--- src/rtl/seg_pkg.sv ---
// Shared types and constants for the seven-segment scan driver: segment vector
// type, the all-off pattern and the active-low gfedcba hex glyph table.
package seg_pkg;

  typedef logic [6:0] seg_t;

  localparam seg_t SEG_OFF = 7'b1111111;

  // Index = nibble value; bit 6 = g ... bit 0 = a, a zero lights the segment.
  localparam seg_t HEX_SEG [16] = '{
    7'b1000000, 7'b1111001, 7'b0100100, 7'b0110000,
    7'b0011001, 7'b0010010, 7'b0000010, 7'b1111000,
    7'b0000000, 7'b0010000, 7'b0001000, 7'b0000011,
    7'b1000110, 7'b0100001, 7'b0000110, 7'b0001110
  };

  function automatic seg_t hexToSeg(input logic [3:0] nib);
    return HEX_SEG[nib];
  endfunction

  // Select width for a count of items; never narrower than one bit.
  function automatic int selWidth(input int n);
    return (n > 1) ? $clog2(n) : 1;
  endfunction

endpackage

--- src/rtl/seg_hex_decode.sv ---
// Combinational 4-bit nibble to active-low seven-segment glyph.
module seg_hex_decode
  import seg_pkg::*;
(
  input  logic [3:0] nibble,
  output seg_t       seg
);

  assign seg = hexToSeg(nibble);

endmodule

--- src/rtl/seg_scan_mux.sv ---
// Multiplexed seven-segment scan driver: snapshots one page of dataIn per frame
// and scans it over DIGITS common-anode digits with a blank interval per slot.
// Optional build macro SEG_LEADING_ZERO_BLANK_EN blanks leading-zero digits.
module seg_scan_mux
  import seg_pkg::*;
#(
  parameter  int DIGITS    = 4,
  parameter  int PAGES     = 2,
  parameter  int SCAN_DIV  = 1024,
  parameter  int BLANK_CYC = 16,
  localparam int PSEL_W    = selWidth(PAGES)
) (
  input  logic                        clkin,
  input  logic                        reset,
  input  logic [4*DIGITS*PAGES-1:0]   dataIn,
  input  logic [DIGITS-1:0]           dpIn,
  input  logic [PSEL_W-1:0]           pageSel,
  output logic [DIGITS-1:0]           bitSel,
  output seg_t                        segSel,
  output logic                        dp,
  output logic                        frameTick
);

  localparam int DIV_W  = $clog2(SCAN_DIV);
  localparam int DIG_W  = selWidth(DIGITS);
  localparam int PAGE_W = 4 * DIGITS;

  localparam logic [DIV_W-1:0]  DIV_LAST  = DIV_W'(SCAN_DIV - 1);
  localparam logic [DIV_W-1:0]  BLANK_END = DIV_W'(BLANK_CYC);
  localparam logic [DIG_W-1:0]  DIG_LAST  = DIG_W'(DIGITS - 1);

  logic [DIV_W-1:0]  divCnt;
  logic [DIG_W-1:0]  digIdx;
  logic [PAGE_W-1:0] shadow;
  logic [DIGITS-1:0] shadowDp;
  logic              slotEnd;
  logic              frameEnd;
  logic              snapTick;

  logic [PAGE_W-1:0] pageData;
  logic [DIGITS-1:0] digOneHot;
  logic [3:0]        curNib;
  logic              curDp;
  logic              curBlank;
  seg_t              decSeg;
  logic              litPhase;

  logic [DIGITS-1:0] bitSelNext;
  seg_t              segSelNext;
  logic              dpNext;

  assign slotEnd  = (divCnt == DIV_LAST);
  assign frameEnd = slotEnd && (digIdx == DIG_LAST);
  assign litPhase = (divCnt >= BLANK_END);

  // Slot and digit counters; with one digit digIdx never leaves 0.
  always_ff @(posedge clkin or negedge reset) begin
    if (!reset) begin
      divCnt <= '0;
      digIdx <= '0;
    end else if (slotEnd) begin
      divCnt <= '0;
      digIdx <= (digIdx == DIG_LAST) ? '0 : digIdx + 1'b1;
    end else begin
      divCnt <= divCnt + 1'b1;
    end
  end

  // Page mux; an out-of-range select matches no page and falls back to page 0.
  always_comb begin
    pageData = dataIn[PAGE_W-1:0];
    for (int p = 1; p < PAGES; p++) begin
      if (pageSel == PSEL_W'(p)) pageData = dataIn[p*PAGE_W +: PAGE_W];
    end
  end

  always_ff @(posedge clkin or negedge reset) begin
    if (!reset) begin
      shadow   <= '0;
      shadowDp <= '0;
    end else if (frameEnd) begin
      shadow   <= pageData;
      shadowDp <= dpIn;
    end
  end

  always_comb begin
    digOneHot = '0;
    curNib    = 4'h0;
    curDp     = 1'b0;
    for (int i = 0; i < DIGITS; i++) begin
      if (digIdx == DIG_W'(i)) begin
        digOneHot[i] = 1'b1;
        curNib       = shadow[4*i +: 4];
        curDp        = shadowDp[i];
      end
    end
  end

  seg_hex_decode u_decode (
    .nibble (curNib),
    .seg    (decSeg)
  );

`ifdef SEG_LEADING_ZERO_BLANK_EN
  // Reset value matches the mask of the all-zero reset shadow.
  localparam logic [DIGITS-1:0] ZERO_MASK = ~DIGITS'(1);

  logic [DIGITS-1:0] blankMask;
  logic [DIGITS-1:0] blankMaskNext;
  logic              seenNz;

  // A digit is blanked when it and every digit above it are zero; digit 0 never.
  always_comb begin
    blankMaskNext = '0;
    seenNz        = 1'b0;
    for (int i = DIGITS - 1; i >= 1; i--) begin
      seenNz           = seenNz | (pageData[4*i +: 4] != 4'h0);
      blankMaskNext[i] = !seenNz;
    end
  end

  always_ff @(posedge clkin or negedge reset) begin
    if (!reset) begin
      blankMask <= ZERO_MASK;
    end else if (frameEnd) begin
      blankMask <= blankMaskNext;
    end
  end

  assign curBlank = |(blankMask & digOneHot);
`else
  assign curBlank = 1'b0;
`endif

  always_comb begin
    bitSelNext = '1;
    segSelNext = SEG_OFF;
    dpNext     = 1'b1;
    if (litPhase) begin
      bitSelNext = ~digOneHot;
      segSelNext = curBlank ? SEG_OFF : decSeg;
      dpNext     = ~curDp;
    end
  end

  // snapTick marks the first cycle of the new shadow; frameTick is its registered copy.
  always_ff @(posedge clkin or negedge reset) begin
    if (!reset) begin
      bitSel    <= '1;
      segSel    <= SEG_OFF;
      dp        <= 1'b1;
      snapTick  <= 1'b0;
      frameTick <= 1'b0;
    end else begin
      bitSel    <= bitSelNext;
      segSel    <= segSelNext;
      dp        <= dpNext;
      snapTick  <= frameEnd;
      frameTick <= snapTick;
    end
  end

endmodule

--- config.mk ---
export PLATFORM = sky130hd
export DESIGN_NAME = seg_scan_mux
export DESIGN_NICKNAME = d
export VERILOG_FILES = /design/src/rtl/seg_pkg.sv /design/src/rtl/seg_hex_decode.sv /design/src/rtl/seg_scan_mux.sv
export SDC_FILE = /design/constraint.sdc
export NUM_CORES = 1
export LEC_CHECK = 0
export BUFFER_PORTS_ARGS = -buffer_cell sky130_fd_sc_hd__buf_2
export CORE_UTILIZATION = 54
export DETAILED_ROUTE_END_ITERATION = 8
export HOLD_SLACK_MARGIN = 0.15
export PLACE_DENSITY_LB_ADDON = 0.15
export SYNTH_ARGS = -nofsm -noshare
export SYNTH_HDL_FRONTEND = slang
export SYNTH_SLANG_ARGS = --single-unit
--- constraint.sdc ---
create_clock -name clkin -period 3.22 [get_ports clkin]
set_clock_uncertainty 0.05 [all_clocks]
set_input_delay 0.483 -clock clkin [delete_from_list [all_inputs] [get_ports clkin]]
set_output_delay 0.483 -clock clkin [all_outputs]
set_load 0.005 [all_outputs]
==> load_flow_metrics.sql <==
INSERT INTO impl_metrics (metric_group, metric, value, unit) VALUES
('critical_path', 'cp_slowest_cell', 'sky130_fd_sc_hd__a31oi_1', ''),
('critical_path', 'timing.critical_path.required', '3.39', 'ns'),
('yosys', 'yosys_most_used_dff', 'sky130_fd_sc_hd__dfrtp_1', ''),
('clocking', 'worst_setup_hold_path_clk_slew', '0.08', 'ns'),
('sta', 'timing.setup.tns', '0', 'ns'),
('yosys', 'synth_area_leaders', 'sky130_fd_sc_hd__dfrtp_1, sky130_fd_sc_hd__dfstp_2, sky130_fd_sc_hd__mux2i_1', ''),
('sta', 'report.final.setup_viol', '0', ''),
('place', 'detailed_place.area', '2680', 'um^2'),
('status', 'result_of_the_run', 'complete, no violations', ''),
('critical_path', 'critPathArrivalTime', '2.73', 'ns'),
('pwr', 'report.power.total', '0.994', 'mW'),
('sta', 'report.final.hold_viol_count', '0', ''),
('sta', 'slew_headroom', '34.8', '%'),
('floorplan', 'io_count', '52', ''),
('routing', 'finalWirelength', '4.37', 'mm'),
('clocking', 'post_cts_resized', '0', ''),
('grt', 'number_of_antenna_violations_at_the_first_check_in_global_routing', '0', ''),
('yosys', 'synth.most_common_cell', 'sky130_fd_sc_hd__dfrtp_1', ''),
('grt', 'grt.overflow.total', '0', ''),
('floorplan', 'die_y', '69.2', 'um'),
('final_layout', 'finalCoreUtilization', '63.5', '%'),
('grt', 'grt_first_pass_wirelength', '7.45', 'mm'),
('yosys', 'synth_top_family_by_area', 'simple AND/OR/NAND/NOR gates', ''),
('place', 'post-place-cells', '323', ''),
('floorplan', 'rows', '24', ''),
('clocking', 'tritoncts_num_sinks', '46', ''),
('final_layout', 'num-nets-final', '329', ''),
('sta', 'fmax', '0.390', 'GHz'),
('pwr', 'vdd.ir_drop.worst', '0.000202', 'V'),
('yosys', 'synthDominantCellAreaShare', '34.9', '%'),
('place', 'gp_congestion', '0.813', ''),
('routing', 'vias', '1776', ''),
('yosys', 'postSynthRegisterBits', '46', ''),
('grt', 'grt_pass1_vias', '1638', ''),
('clocking', 'clock_tree.buffer_depth', '2', ''),
('critical_path', 'endpoint_kind', 'flip-flop', ''),
('final_layout', 'share_of_layout_cells_above_drive_strength_1', '34.8', '%'),
('sta', 'slew_violations', '0', ''),
('clocking', 'hold_buffers', '0', ''),
('final_layout', 'insertedDiodeCount', '0', ''),
('sta', 'rsz_0062_raised_after_global_routing', 'no', ''),
('critical_path', 'critical_path.max_stage_delay', '0.47', 'ns'),
('yosys', 'arithmetic_cell_share_of_the_synthesized_area_counting_full_adders_half_adders_and_majority_gates', '6.15', '%'),
('routing', 'detailedRoute.firstIterationViolations', '93', ''),
('yosys', 'yosys.cell_types.count', '42', ''),
('place', 'placement.io_buffers', '51', ''),
('yosys', 'yosys-mux-area-fraction', '8.41', '%'),
('pwr', 'power.density_cell_area', '359', 'nW/um^2'),
('grt', 'global_route_usage_over_all_layers', '19.9', '%'),
('critical_path', 'critical_path.cell_chain', 'inv_1 > ha_1 > nand3b_1 > a31oi_1 > inv_1 > ha_1 > or3_1 > o311ai_1 > nand2_1', ''),
('critical_path', 'crit_fanout', '11', ''),
('floorplan', 'die-area', '4790', 'um^2'),
('critical_path', 'r2r-start', 'digIdx[1]', ''),
('yosys', 'synth-warning-count', '0', ''),
('yosys', 'post_synth.cell_area_avg', '10.6', 'um^2'),
('pwr', 'power_leakage', '1.28', 'nW'),
('yosys', 'synth_cells', '231', ''),
('critical_path', 'critical_path_start_type', 'flip-flop', ''),
('routing', 'drc_errors', '0', ''),
('yosys', 'synthesis.area', '2440', 'um^2'),
('floorplan', 'floorplan.initialDensity', '56.1', '%'),
('yosys', 'synth-edff-count', '0', ''),
('clocking', 'clock-root-buffer', 'sky130_fd_sc_hd__clkbuf_8', ''),
('yosys', 'yosysTopAreaCell', 'sky130_fd_sc_hd__dfrtp_1', ''),
('yosys', 'synth.net_count', '282', ''),
('final_layout', 'layout.cells.non_filler', '331', ''),
('clocking', 'htree_num_levels', '2', ''),
('clocking', 'cts_inserted_buffers', '5', ''),
('floorplan', 'die_w', '69.2', 'um'),
('place', 'hpwl_reported_at_the_end_of_detailed_placement', '3.12', 'mm'),
('yosys', 'simple_gate_area_share_of_the_yosys_netlist', '15.9', '%');
==> per-layer routing <==
metal	GRT usage, %	share of wire (%)
met5	0	0
met4	10.9	2.9
met3	3.92	4.5
met2	31.2	44
met1	26.0	49
==> worst max-delay path: cells and delay by family (launching register included) <==
family	cells	cell delay, ns
flops	1	0.39
compound gates	2	0.54
simple gates	3	0.66
buf+inv	2	0.28
fa+ha+maj	2	0.54
==> metrics by stage <==
step / setup WS [ns] / hold WS, ns
finish: 0.655 / 0.284
global route: 0.445 / 0.308
CTS: 0.676 / 0.305
detailed placement: 0.709 / 0.287
global placement: 0.817 / 0.284
floorplan: 0.957 / 0.137
==> area by class of cell <==
cell class                      count  area [um^2]  area share (%)
Sequential cell                    46         1170            42.2
Inverter                           12         45.0            1.63
Tap cell                           52         65.1            2.35
Clock inverter                      1         5.00           0.181
Multi-Input combinational cell    161         1140            41.1
Timing Repair Buffer               52          263            9.50
Clock buffer                        7         86.3            3.12
==> worst paths after layout <==
kind                              to  slack, ns  depth (start not counted)
max                        segSel[0]       0.65                          9
min                        divCnt[8]       0.28                          1
max reg2reg                segSel[0]       0.65                          9
min reg2reg                frameTick       0.30                          0
max in group asynchronous  divCnt[3]       2.23                          1
min in group clkin         frameTick       0.30                          0
==> layout by cell type, fill, tap and decap left out, types with 8 or more instances in the layout <==
| cell type | n |
|---|---|
| sky130_fd_sc_hd__a21oi_1 | 8 |
| sky130_fd_sc_hd__a21oi_2 | 14 |
| sky130_fd_sc_hd__buf_2 | 51 |
| sky130_fd_sc_hd__dfrtp_1 | 34 |
| sky130_fd_sc_hd__dfstp_2 | 12 |
| sky130_fd_sc_hd__ha_1 | 12 |
| sky130_fd_sc_hd__inv_1 | 12 |
| sky130_fd_sc_hd__mux2i_1 | 16 |
| sky130_fd_sc_hd__nand2_1 | 21 |
| sky130_fd_sc_hd__nor2_1 | 25 |
==> flip-flops by register name, indices dropped and copies added, names as in the netlist <==
| register | cells |
|---|---|
| shadow | 16 |
| divCnt | 10 |
| segSel | 7 |
| bitSel | 4 |
| shadowDp | 4 |
| digIdx | 2 |
| dp | 1 |
| frameTick | 1 |
| snapTick | 1 |
==> power breakdown <==
group | switching [mW] | leakage, nW | internal, mW
logic | 0.0269 | 0.734 | 0.0252
registers | 0 | 0.502 | 0.578
clock network | 0.191 | 0.0482 | 0.173
==> logic make-up (layout without fill, tap and decap cells) <==
family          Yosys count  in the layout
fa+ha+maj                12             12
compound gates           45             45
xor+xnor                  7              7
mux                      20             20
flops                    46             46
buf+inv                  24             72
simple gates             77             77
Power figures use the tool's default switching activity.
